### config.mk
export PLATFORM = sky130hd
export DESIGN_NAME = dmem_arbiter_flat
export DESIGN_NICKNAME = d
export VERILOG_FILES = /design/src/rtl/dmem_arbiter_if.sv /design/src/rtl/dmem_arbiter.sv /design/src/flat_wrapper.sv
export SDC_FILE = /design/constraint.sdc
export NUM_CORES = 1
export LEC_CHECK = 0
export CAP_MARGIN = 10
export CORE_MARGIN = 2
export CORE_UTILIZATION = 42
export DETAILED_ROUTE_END_ITERATION = 16
export PLACE_DENSITY = 0.95
export RECOVER_POWER = 100
export REMOVE_ABC_BUFFERS = 1
export SLEW_MARGIN = 20
export SYNTH_ARGS = -nofsm -noshare
export SYNTH_HDL_FRONTEND = slang
export SYNTH_SLANG_ARGS = --single-unit
### constraint.sdc
create_clock -name clk -period 5.55 [get_ports clk]
set_input_delay 1.11 -clock clk [delete_from_list [all_inputs] [get_ports clk]]
set_output_delay 1.11 -clock clk [all_outputs]
set_load 0.02 [all_outputs]
### src/rtl/dmem_arbiter_if.sv
`default_nettype none
// ============================================================================
// Module   : dmem_arbiter_if
// Purpose  : Core, debug and memory-side signal bundle for dmem_arbiter.
// Revision : 1.0 - initial release
// ============================================================================
interface dmem_arbiter_if #(
  parameter int ADDR_W = 12
);
  // core load/store port
  logic              core_req;
  logic              core_we;
  logic [2:0]        core_funct3;
  logic [31:0]       core_addr;
  logic [31:0]       core_wdata;
  logic              core_gnt;
  logic              core_rvalid;
  logic [31:0]       core_rdata;
  logic              core_misalign;
  // debug/loader port
  logic              dbg_req;
  logic              dbg_we;
  logic [ADDR_W-1:0] dbg_addr;
  logic [31:0]       dbg_wdata;
  logic              dbg_gnt;
  logic              dbg_rvalid;
  logic [31:0]       dbg_rdata;
  // data memory side
  logic [ADDR_W-1:0] mem_addr;
  logic [3:0]        mem_wren;
  logic [31:0]       mem_wrdata;
  logic [31:0]       mem_rddata;

  modport slave (
    input  core_req, core_we, core_funct3, core_addr, core_wdata,
    output core_gnt, core_rvalid, core_rdata, core_misalign,
    input  dbg_req, dbg_we, dbg_addr, dbg_wdata,
    output dbg_gnt, dbg_rvalid, dbg_rdata,
    output mem_addr, mem_wren, mem_wrdata,
    input  mem_rddata
  );

  modport master (
    output core_req, core_we, core_funct3, core_addr, core_wdata,
    input  core_gnt, core_rvalid, core_rdata, core_misalign,
    output dbg_req, dbg_we, dbg_addr, dbg_wdata,
    input  dbg_gnt, dbg_rvalid, dbg_rdata,
    input  mem_addr, mem_wren, mem_wrdata,
    output mem_rddata
  );
endinterface
`default_nettype wire

### src/rtl/dmem_arbiter.sv
`default_nettype none
// ============================================================================
// Module   : dmem_arbiter
// Purpose  : Core/debug arbiter and RV32 sub-word formatter for a 4-bank data
//            memory. Optional misaligned-access trap: DMEM_MISALIGN_TRAP_EN.
// Revision : 1.0 - initial release
// ============================================================================
module dmem_arbiter #(
  parameter int ADDR_W     = 12,
  parameter int STARVE_MAX = 4
) (
  input  logic          clk,
  input  logic          rst,
  dmem_arbiter_if.slave bus
);
  localparam logic [1:0] SZ_B         = 2'd0;
  localparam logic [1:0] SZ_H         = 2'd1;
  localparam logic [1:0] SZ_W         = 2'd2;
  localparam logic [3:0] C_STARVE_MAX = 4'(STARVE_MAX);

  logic [1:0]  core_size;
  logic        core_uns;
  logic        core_mis;
  logic        core_win;
  logic        dbg_win;

  logic [3:0]  starve_cnt_q,  starve_cnt_d;
  logic        core_rvalid_q, core_rvalid_d;
  logic        dbg_rvalid_q,  dbg_rvalid_d;
  logic        misalign_q,    misalign_d;
  logic [1:0]  ld_size_q,     ld_size_d;
  logic        ld_uns_q,      ld_uns_d;
  logic [1:0]  ld_off_q,      ld_off_d;
  logic        ld_zero_q,     ld_zero_d;
  logic [31:0] core_rdata_q,  core_rdata_d;
  logic [31:0] dbg_rdata_q,   dbg_rdata_d;

  logic [7:0]  ld_byte;
  logic [15:0] ld_half;
  logic [31:0] load_fmt;

  generate
    if (ADDR_W < 32) begin : g_addr_wrap
      logic unused_core_addr_hi;
      assign unused_core_addr_hi = ^bus.core_addr[31:ADDR_W];
    end else begin : g_addr_full
    end
  endgenerate

  logic unused_dbg_addr_lsb;
  assign unused_dbg_addr_lsb = ^bus.dbg_addr[1:0];

  // Invalid encodings fall through to word size.
  always_comb begin
    core_size = SZ_W;
    core_uns  = 1'b0;
    case (bus.core_funct3)
      3'b000:  core_size = SZ_B;
      3'b001:  core_size = SZ_H;
      3'b100: begin
        core_size = SZ_B;
        core_uns  = 1'b1;
      end
      3'b101: begin
        core_size = SZ_H;
        core_uns  = 1'b1;
      end
      default: core_size = SZ_W;
    endcase
  end

`ifdef DMEM_MISALIGN_TRAP_EN
  assign core_mis = ((core_size == SZ_H) && bus.core_addr[0]) ||
                    ((core_size == SZ_W) && (bus.core_addr[1:0] != 2'b00));
`else
  assign core_mis = 1'b0;
`endif

  always_comb begin
    core_win = 1'b0;
    dbg_win  = 1'b0;
    if (!rst) begin
      if (bus.core_req && (!bus.dbg_req || (starve_cnt_q == C_STARVE_MAX))) begin
        core_win = 1'b1;
      end else if (bus.dbg_req) begin
        dbg_win = 1'b1;
      end
    end
  end

  assign bus.core_gnt = core_win;
  assign bus.dbg_gnt  = dbg_win;

  // Counts debug wins that overtook a waiting core.
  always_comb begin
    starve_cnt_d = starve_cnt_q;
    if (!bus.core_req || core_win) begin
      starve_cnt_d = 4'd0;
    end else if (dbg_win && (starve_cnt_q != C_STARVE_MAX)) begin
      starve_cnt_d = starve_cnt_q + 4'd1;
    end
  end

  always_comb begin
    bus.mem_addr = '0;
    if (core_win) begin
      bus.mem_addr = bus.core_addr[ADDR_W-1:0];
    end else if (dbg_win) begin
      bus.mem_addr = {bus.dbg_addr[ADDR_W-1:2], 2'b00};
    end
  end

  always_comb begin
    bus.mem_wren   = 4'b0000;
    bus.mem_wrdata = 32'h0000_0000;
    if (core_win && bus.core_we && !core_mis) begin
      case (core_size)
        SZ_B: begin
          bus.mem_wrdata = {4{bus.core_wdata[7:0]}};
          bus.mem_wren   = 4'b0001 << bus.core_addr[1:0];
        end
        SZ_H: begin
          bus.mem_wrdata = {2{bus.core_wdata[15:0]}};
          bus.mem_wren   = 4'b0011 << {bus.core_addr[1], 1'b0};
        end
        default: begin
          bus.mem_wrdata = bus.core_wdata;
          bus.mem_wren   = 4'b1111;
        end
      endcase
    end else if (dbg_win && bus.dbg_we) begin
      bus.mem_wrdata = bus.dbg_wdata;
      bus.mem_wren   = 4'b1111;
    end
  end

  always_comb begin
    core_rvalid_d = core_win && !bus.core_we;
    dbg_rvalid_d  = dbg_win && !bus.dbg_we;
    misalign_d    = core_win && core_mis;
    ld_size_d     = ld_size_q;
    ld_uns_d      = ld_uns_q;
    ld_off_d      = ld_off_q;
    ld_zero_d     = ld_zero_q;
    if (core_win) begin
      ld_size_d = core_size;
      ld_uns_d  = core_uns;
      ld_off_d  = bus.core_addr[1:0];
      ld_zero_d = core_mis;
    end
  end

  // Read data arrives the cycle after the grant; format it from the latched attributes.
  always_comb begin
    ld_byte = bus.mem_rddata[7:0];
    case (ld_off_q)
      2'd0: ld_byte = bus.mem_rddata[7:0];
      2'd1: ld_byte = bus.mem_rddata[15:8];
      2'd2: ld_byte = bus.mem_rddata[23:16];
      2'd3: ld_byte = bus.mem_rddata[31:24];
      default: ld_byte = bus.mem_rddata[7:0];
    endcase
    ld_half  = ld_off_q[1] ? bus.mem_rddata[31:16] : bus.mem_rddata[15:0];
    load_fmt = bus.mem_rddata;
    case (ld_size_q)
      SZ_B:    load_fmt = {{24{~ld_uns_q & ld_byte[7]}}, ld_byte};
      SZ_H:    load_fmt = {{16{~ld_uns_q & ld_half[15]}}, ld_half};
      default: load_fmt = bus.mem_rddata;
    endcase
    if (ld_zero_q) begin
      load_fmt = 32'h0000_0000;
    end
  end

  assign core_rdata_d = core_rvalid_q ? load_fmt : core_rdata_q;
  assign dbg_rdata_d  = dbg_rvalid_q ? bus.mem_rddata : dbg_rdata_q;

  assign bus.core_rvalid   = core_rvalid_q;
  assign bus.dbg_rvalid    = dbg_rvalid_q;
  assign bus.core_misalign = misalign_q;
  assign bus.core_rdata    = core_rdata_d;
  assign bus.dbg_rdata     = dbg_rdata_d;

  always_ff @(posedge clk or posedge rst) begin
    if (rst) begin
      starve_cnt_q  <= 4'd0;
      core_rvalid_q <= 1'b0;
      dbg_rvalid_q  <= 1'b0;
      misalign_q    <= 1'b0;
      ld_size_q     <= SZ_B;
      ld_uns_q      <= 1'b0;
      ld_off_q      <= 2'd0;
      ld_zero_q     <= 1'b0;
      core_rdata_q  <= 32'h0000_0000;
      dbg_rdata_q   <= 32'h0000_0000;
    end else begin
      starve_cnt_q  <= starve_cnt_d;
      core_rvalid_q <= core_rvalid_d;
      dbg_rvalid_q  <= dbg_rvalid_d;
      misalign_q    <= misalign_d;
      ld_size_q     <= ld_size_d;
      ld_uns_q      <= ld_uns_d;
      ld_off_q      <= ld_off_d;
      ld_zero_q     <= ld_zero_d;
      core_rdata_q  <= core_rdata_d;
      dbg_rdata_q   <= dbg_rdata_d;
    end
  end
endmodule
`default_nettype wire

### src/flat_wrapper.sv
// flat-port wrapper written by rule: the top's interface ports become plain ports
module dmem_arbiter_flat 
#(
  parameter int ADDR_W     = 12,
  parameter int STARVE_MAX = 4
)
  (clk, rst, bus_core_req, bus_core_we, bus_core_funct3, bus_core_addr, bus_core_wdata, bus_core_gnt, bus_core_rvalid, bus_core_rdata, bus_core_misalign, bus_dbg_req, bus_dbg_we, bus_dbg_addr, bus_dbg_wdata, bus_dbg_gnt, bus_dbg_rvalid, bus_dbg_rdata, bus_mem_addr, bus_mem_wren, bus_mem_wrdata, bus_mem_rddata);
  dmem_arbiter_if #(.ADDR_W(ADDR_W)) bus_i ();
  input  logic clk;
  input  logic rst;
  input wire logic [$bits(bus_i.core_req)-1:0] bus_core_req;
  input wire logic [$bits(bus_i.core_we)-1:0] bus_core_we;
  input wire logic [$bits(bus_i.core_funct3)-1:0] bus_core_funct3;
  input wire logic [$bits(bus_i.core_addr)-1:0] bus_core_addr;
  input wire logic [$bits(bus_i.core_wdata)-1:0] bus_core_wdata;
  output wire logic [$bits(bus_i.core_gnt)-1:0] bus_core_gnt;
  output wire logic [$bits(bus_i.core_rvalid)-1:0] bus_core_rvalid;
  output wire logic [$bits(bus_i.core_rdata)-1:0] bus_core_rdata;
  output wire logic [$bits(bus_i.core_misalign)-1:0] bus_core_misalign;
  input wire logic [$bits(bus_i.dbg_req)-1:0] bus_dbg_req;
  input wire logic [$bits(bus_i.dbg_we)-1:0] bus_dbg_we;
  input wire logic [$bits(bus_i.dbg_addr)-1:0] bus_dbg_addr;
  input wire logic [$bits(bus_i.dbg_wdata)-1:0] bus_dbg_wdata;
  output wire logic [$bits(bus_i.dbg_gnt)-1:0] bus_dbg_gnt;
  output wire logic [$bits(bus_i.dbg_rvalid)-1:0] bus_dbg_rvalid;
  output wire logic [$bits(bus_i.dbg_rdata)-1:0] bus_dbg_rdata;
  output wire logic [$bits(bus_i.mem_addr)-1:0] bus_mem_addr;
  output wire logic [$bits(bus_i.mem_wren)-1:0] bus_mem_wren;
  output wire logic [$bits(bus_i.mem_wrdata)-1:0] bus_mem_wrdata;
  input wire logic [$bits(bus_i.mem_rddata)-1:0] bus_mem_rddata;
  assign bus_i.core_req = bus_core_req;
  assign bus_i.core_we = bus_core_we;
  assign bus_i.core_funct3 = bus_core_funct3;
  assign bus_i.core_addr = bus_core_addr;
  assign bus_i.core_wdata = bus_core_wdata;
  assign bus_core_gnt = bus_i.core_gnt;
  assign bus_core_rvalid = bus_i.core_rvalid;
  assign bus_core_rdata = bus_i.core_rdata;
  assign bus_core_misalign = bus_i.core_misalign;
  assign bus_i.dbg_req = bus_dbg_req;
  assign bus_i.dbg_we = bus_dbg_we;
  assign bus_i.dbg_addr = bus_dbg_addr;
  assign bus_i.dbg_wdata = bus_dbg_wdata;
  assign bus_dbg_gnt = bus_i.dbg_gnt;
  assign bus_dbg_rvalid = bus_i.dbg_rvalid;
  assign bus_dbg_rdata = bus_i.dbg_rdata;
  assign bus_mem_addr = bus_i.mem_addr;
  assign bus_mem_wren = bus_i.mem_wren;
  assign bus_mem_wrdata = bus_i.mem_wrdata;
  assign bus_i.mem_rddata = bus_mem_rddata;
  dmem_arbiter #(.ADDR_W(ADDR_W), .STARVE_MAX(STARVE_MAX)) u_core (.clk(clk), .rst(rst), .bus(bus_i));
endmodule
### After elaboration in Yosys (flattened, before gate mapping)

Index checks and enable logic that the tools add are counted.
W data, S select, Z words.

* register bits after elaboration: 75
* input bits: 149
* output and inout port bits: 117
* word-level logic and storage cells: 66

* add/subtract/negate cells: 1
* eq/ne operators: 10
* shift operators: 2
* muxes and demuxes: 22
* bitwise operators: 3
* reduce and logical (&&, ||, !) cells: 20

Operators by type and width (number)
* $mux W32: 4
* $pmux W32 S2: 2
* $pmux W8 S4: 1
* $mux W12: 2
* $mux W16: 1
* $mux W4: 4
* $pmux W4 S2: 1
* $eq A2 B1 Y1 const B: 3
* $eq A3 B3 Y1 const B: 2
* $logic_and A1 B1 Y1: 6
* $logic_not A2 Y1: 3
* $mux W1: 6
* $reduce_or A2 Y1: 3
* $add A4 B1 Y4 const B: 1
* $eq A2 B2 Y1 const B: 2
* $eq A4 B3 Y1 const B: 1
* $logic_not A1 Y1: 4
* $ne A4 B3 Y1 const B: 1
* $pmux W2 S2: 1
* $shl A1 B2 Y4 const A: 1
* $shl A2 B2 Y4 const A: 1
* $eq A3 B1 Y1 const B: 1
* $logic_not A3 Y1: 1
* $and A1 B1 Y1: 2
* 3 further kinds: 4

### Depth between registers and ports, before layout

* depth after elaboration: 8
* mapped depth: 7
* gate-level depth less buffers: 5

### Least setup slack after synthesis

Ideal clock, no wire load.

* path type: input port to output port
* start: input rst
* end: output bus_mem_wrdata[0]
* data arrival time: 2.184 ns
* data required time: 4.440 ns
* path slack: 2.256 ns
* cell stages on the path: 5
* buffers on the path: 2
* cell sequence: nand2b_1 > buf_2 > a211oi_4 > buf_6 > a22o_1

* word-level cells in the longest chain between the ends: 4
* elaborated cells between the ends (all ways): 6
* classes of those cells: mux: 4; reduce/logical: 2

Ends and longest elaborated chain
* start, declared: RTL line flat_wrapper.sv:10 `input logic rst;`
* $mux W1: RTL line dmem_arbiter.sv:82 `if (!rst) begin`
* $logic_and A1 B1 Y1: RTL line dmem_arbiter.sv:131 `end else if (dbg_win && bus.dbg_we) begin`
* $mux W32: RTL line dmem_arbiter.sv:131
* $mux W32 (*): RTL line dmem_arbiter.sv:116 `if (core_win && bus.core_we && !core_mis) begin`
* end, declared: RTL line flat_wrapper.sv:29 `output wire logic [$bits(bus_i.mem_wrdata)-1:0] bus_mem_wrdata;`

Mark *: on every way between the ends. The rest lies on a longest branch, timed or not.

### Worst setup path after layout

* start: input rst
* end: output bus_mem_wren[2]

* word-level cells in the longest chain between the ends: 4
* elaborated cells between the ends (all ways): 6
* classes of those cells: mux: 4; reduce/logical: 2

Ends and longest elaborated chain
* $mux W1: RTL line dmem_arbiter.sv:82
* $logic_and A1 B1 Y1: RTL line dmem_arbiter.sv:131
* $mux W4: RTL line dmem_arbiter.sv:131
* $mux W4 (*): RTL line dmem_arbiter.sv:116
* end, declared: RTL line flat_wrapper.sv:28 `output wire logic [$bits(bus_i.mem_wren)-1:0] bus_mem_wren;`

Marked as above.

==> results.sh <==
export IMPL_synth_edff_count=0
export IMPL_final_common_cell="dlygate4sd3_1"
export IMPL_antenna_found_initial=0
export IMPL_async_flop_share=1.00
export IMPL_worst_clock_skew_ns=0.00709
export IMPL_cpMaxStageDelayCell="o21ai_2"
export IMPL_critical_path_required_ns=4.44
export IMPL_cts_root_buffer="clkbuf_8"
export IMPL_vias=4565
export IMPL_area_delta_synth_final_pct=56.9
export IMPL_crit_buf_inv=2
export IMPL_clockBufferDepth=2
export IMPL_synth_main_ff_cell="dfrtp_1"
export IMPL_final_nets=819
export IMPL_drt_iter0_drc=418
export IMPL_max_freq_mhz=206
export IMPL_gp_congestion=0.861
export IMPL_std_cell_rows=38
export IMPL_ys_types=45
export IMPL_drcViolationCount=0
export IMPL_ant_nets=0
export IMPL_rsz0062_at_grt="no"
export IMPL_cp_start_kind="input port"
export IMPL_cp_max_fo=19
export IMPL_fin_crit_ns=4.87
export IMPL_h_tree_depth=3
export IMPL_die_h_um=109
export IMPL_gr_total_overflow=0
export IMPL_cp_end_kind="output pin"
export IMPL_tritoncts="built"
export IMPL_syn_inst=449
export IMPL_fill_cells=811
export IMPL_path_common_cell="dlygate4sd3_1"
export IMPL_die_x_um=109
export IMPL_setup_viol_count_final=0
export IMPL_antennaDiodeCount=0
export IMPL_slew_violations=110
export IMPL_wl_per_cell_um=19.0
export IMPL_p_per_area_nw_per_um2=282
export IMPL_timing_setup_tns_ns=0
export IMPL_drv_cap=2
export IMPL_drtPass1Iterations=5
export IMPL_run_status="finished, violations left"
export IMPL_crit_type="input port to output pin"
export IMPL_final_hold_viol_count=0
export IMPL_worst_pin_slew_ns=1.96
export IMPL_path_cells="dlygate4sd3_1, and4bb_1, o21ai_2, o21bai_1, dlygate4sd3_1"
export IMPL_viasPerCell=5.62
export IMPL_io_pins=266
export IMPL_min_period_over_period=0.877
export IMPL_hold_buffers=0
export IMPL_most_common_layout_cells="dlygate4sd3_1 (129), clkdlybuf4s50_1 (113), dfrtp_1 (73)"
export IMPL_numPortBuffers=242
export IMPL_irDropWorstVdd_mv=0.159
export IMPL_drive_above_1_share=0.0744
export IMPL_hold_class="flip-flop to flip-flop"
export IMPL_synth_warnings=0
export IMPL_crit_family="buffers and inverters"
export IMPL_worst_path_largest_cell_delay_ns=0.86
export IMPL_crit_arrival_ns=3.76
export IMPL_clk_latency_ns=0.36
export IMPL_cts_buffers=9
export IMPL_path_clk_slew_ns=0.08
export IMPL_cts_resized=0
export IMPL_max_slew_margin=-0.305
export IMPL_grt_use_total=0.259
export IMPL_core_um2=10800
export IMPL_grt_pass1_wl_um=23800
export IMPL_initial_utilization=0.429
export IMPL_cts_setup_buffers=0
export IMPL_hpwl_um=11500
export IMPL_cts_sinks=75
export IMPL_dieArea_um2=11900
export IMPL_ys_seq_elements=75
export IMPL_syn_area_per_cell_um2=10.3
export IMPL_p_leak_nw=3.13
export IMPL_grt_max_degree=76
export IMPL_power_mw=2.05
export IMPL_synth_area_um2=4630
export IMPL_grt_pass1_vias=4676
export IMPL_routed_wl_um=15400
export IMPL_ys_seq_area_frac=0.406
export IMPL_failed_checks="capacitance limit, slew limit"
-- synth_stat cells, types with 2 or more instances --
| cell | instances | area share |
|---|---|---|
| o2bb2ai_1 | 6 | 0.011 |
| inv_1 | 25 | 0.020 |
| buf_4 | 4 | 0.0065 |
| a31oi_1 | 17 | 0.023 |
| a21oi_1 | 11 | 0.012 |
| a22o_1 | 25 | 0.047 |
| mux2i_1 | 32 | 0.069 |
| o21a_1 | 3 | 0.0049 |
| or4_1 | 2 | 0.0032 |
| dfrtp_1 | 75 | 0.41 |
| nand3_1 | 17 | 0.018 |
| buf_6 | 6 | 0.015 |
| and2_1 | 6 | 0.0081 |
| nand2b_1 | 3 | 0.0041 |
| nor2b_1 | 11 | 0.015 |
| buf_2 | 10 | 0.011 |
| clkbuf_1 | 18 | 0.015 |
| buf_1 | 4 | 0.0032 |
| mux2_1 | 9 | 0.022 |
| o2bb2ai_2 | 10 | 0.032 |
| nand2_1 | 25 | 0.020 |
| and3b_1 | 16 | 0.030 |
| ha_1 | 2 | 0.0054 |
| o221ai_1 | 16 | 0.030 |
| mux2_2 | 29 | 0.071 |
| o21bai_1 | 4 | 0.0065 |
| o31ai_1 | 2 | 0.0032 |
| o32ai_1 | 2 | 0.0038 |
| o21ai_0 | 17 | 0.018 |
| o311a_1 | 7 | 0.015 |
| nor2_1 | 21 | 0.017 |
-- power by group --
part / internal [mW] / total, mW / switching [mW]
Sequential: 0.667 / 0.741 / 0.0732
Clock: 0.261 / 0.466 / 0.205
Combinational: 0.393 / 0.842 / 0.449
-- metal layers --
metal	track usage	vias up	routed length, um
met3	0.0658	47	1200
met1	0.285	2193	5600
met4	0.134	0	616
li1	-	2094	-
met5	0	-	0
met2	0.460	231	8010
-- area by class of cell --
class	count	area, um2	area share
repair buffers	250	2470	0.340
clock inverters	5	77.6	0.0107
inverters	25	95.1	0.0131
clock buffers	10	138	0.0190
flip-flops and latches	75	1880	0.259
well taps	140	175	0.0241
multi-input cells	307	2420	0.334
-- kinds of logic after synthesis --
family                   share of synthesized area
buffers and inverters                       0.0701
other                                     0.000811
adder cells (fa/ha/maj)                    0.00541
multiplexers                                 0.167
AND/OR/NAND/NOR                              0.125
flip-flops                                   0.406
AO/OA/AOI/OAI                                0.226
-- stage by stage --
stage | setup slack [ns] | utilization | instance area, um2 | hold WS [ns] | cells
floorplan | 1.71 | - | 4400 | 0.505 | 407
global placement | 0.913 | 0.654 | 7060 | 0.465 | 797
detailed placement | 0.856 | 0.654 | 7060 | 0.472 | 797
CTS | 0.850 | 0.674 | 7270 | 0.491 | 812
global route | 0.507 | 0.673 | 7260 | 0.504 | 812
finish | 0.684 | 0.673 | 7260 | 0.483 | 812
-- state kept, by name, summed over array words and instances, names as in the netlist --
name / flops
u_core.starve_cnt_q: 4
u_core.ld_uns_q: 1
u_core.bus.dbg_rvalid: 1
u_core.ld_off_q: 2
u_core.bus.core_rvalid: 1
u_core.core_rdata_q: 32
u_core.ld_size_q: 2
u_core.dbg_rdata_q: 32
-- path summary, 6_finish.rpt --
path,start,end,slack [ns],cells after the start
setup / recovery,rst,bus_mem_wren[2],0.68,5
hold / removal,u_core.dbg_rdata_q[14]$_DFF_PP0_,u_core.dbg_rdata_q[14]$_DFF_PP0_,0.48,1
setup reg to reg,u_core.bus.dbg_rvalid$_DFF_PP0_,u_core.dbg_rdata_q[21]$_DFF_PP0_,3.23,2
hold reg to reg,u_core.dbg_rdata_q[14]$_DFF_PP0_,u_core.dbg_rdata_q[14]$_DFF_PP0_,0.48,1
max in group asynchronous,rst,u_core.ld_size_q[1]$_DFFE_PP0P_,2.34,3
min in group asynchronous,rst,u_core.starve_cnt_q[0]$_DFFE_PP0P_,2.01,3
No activity file was read; power rests on OpenSTA's default activity.
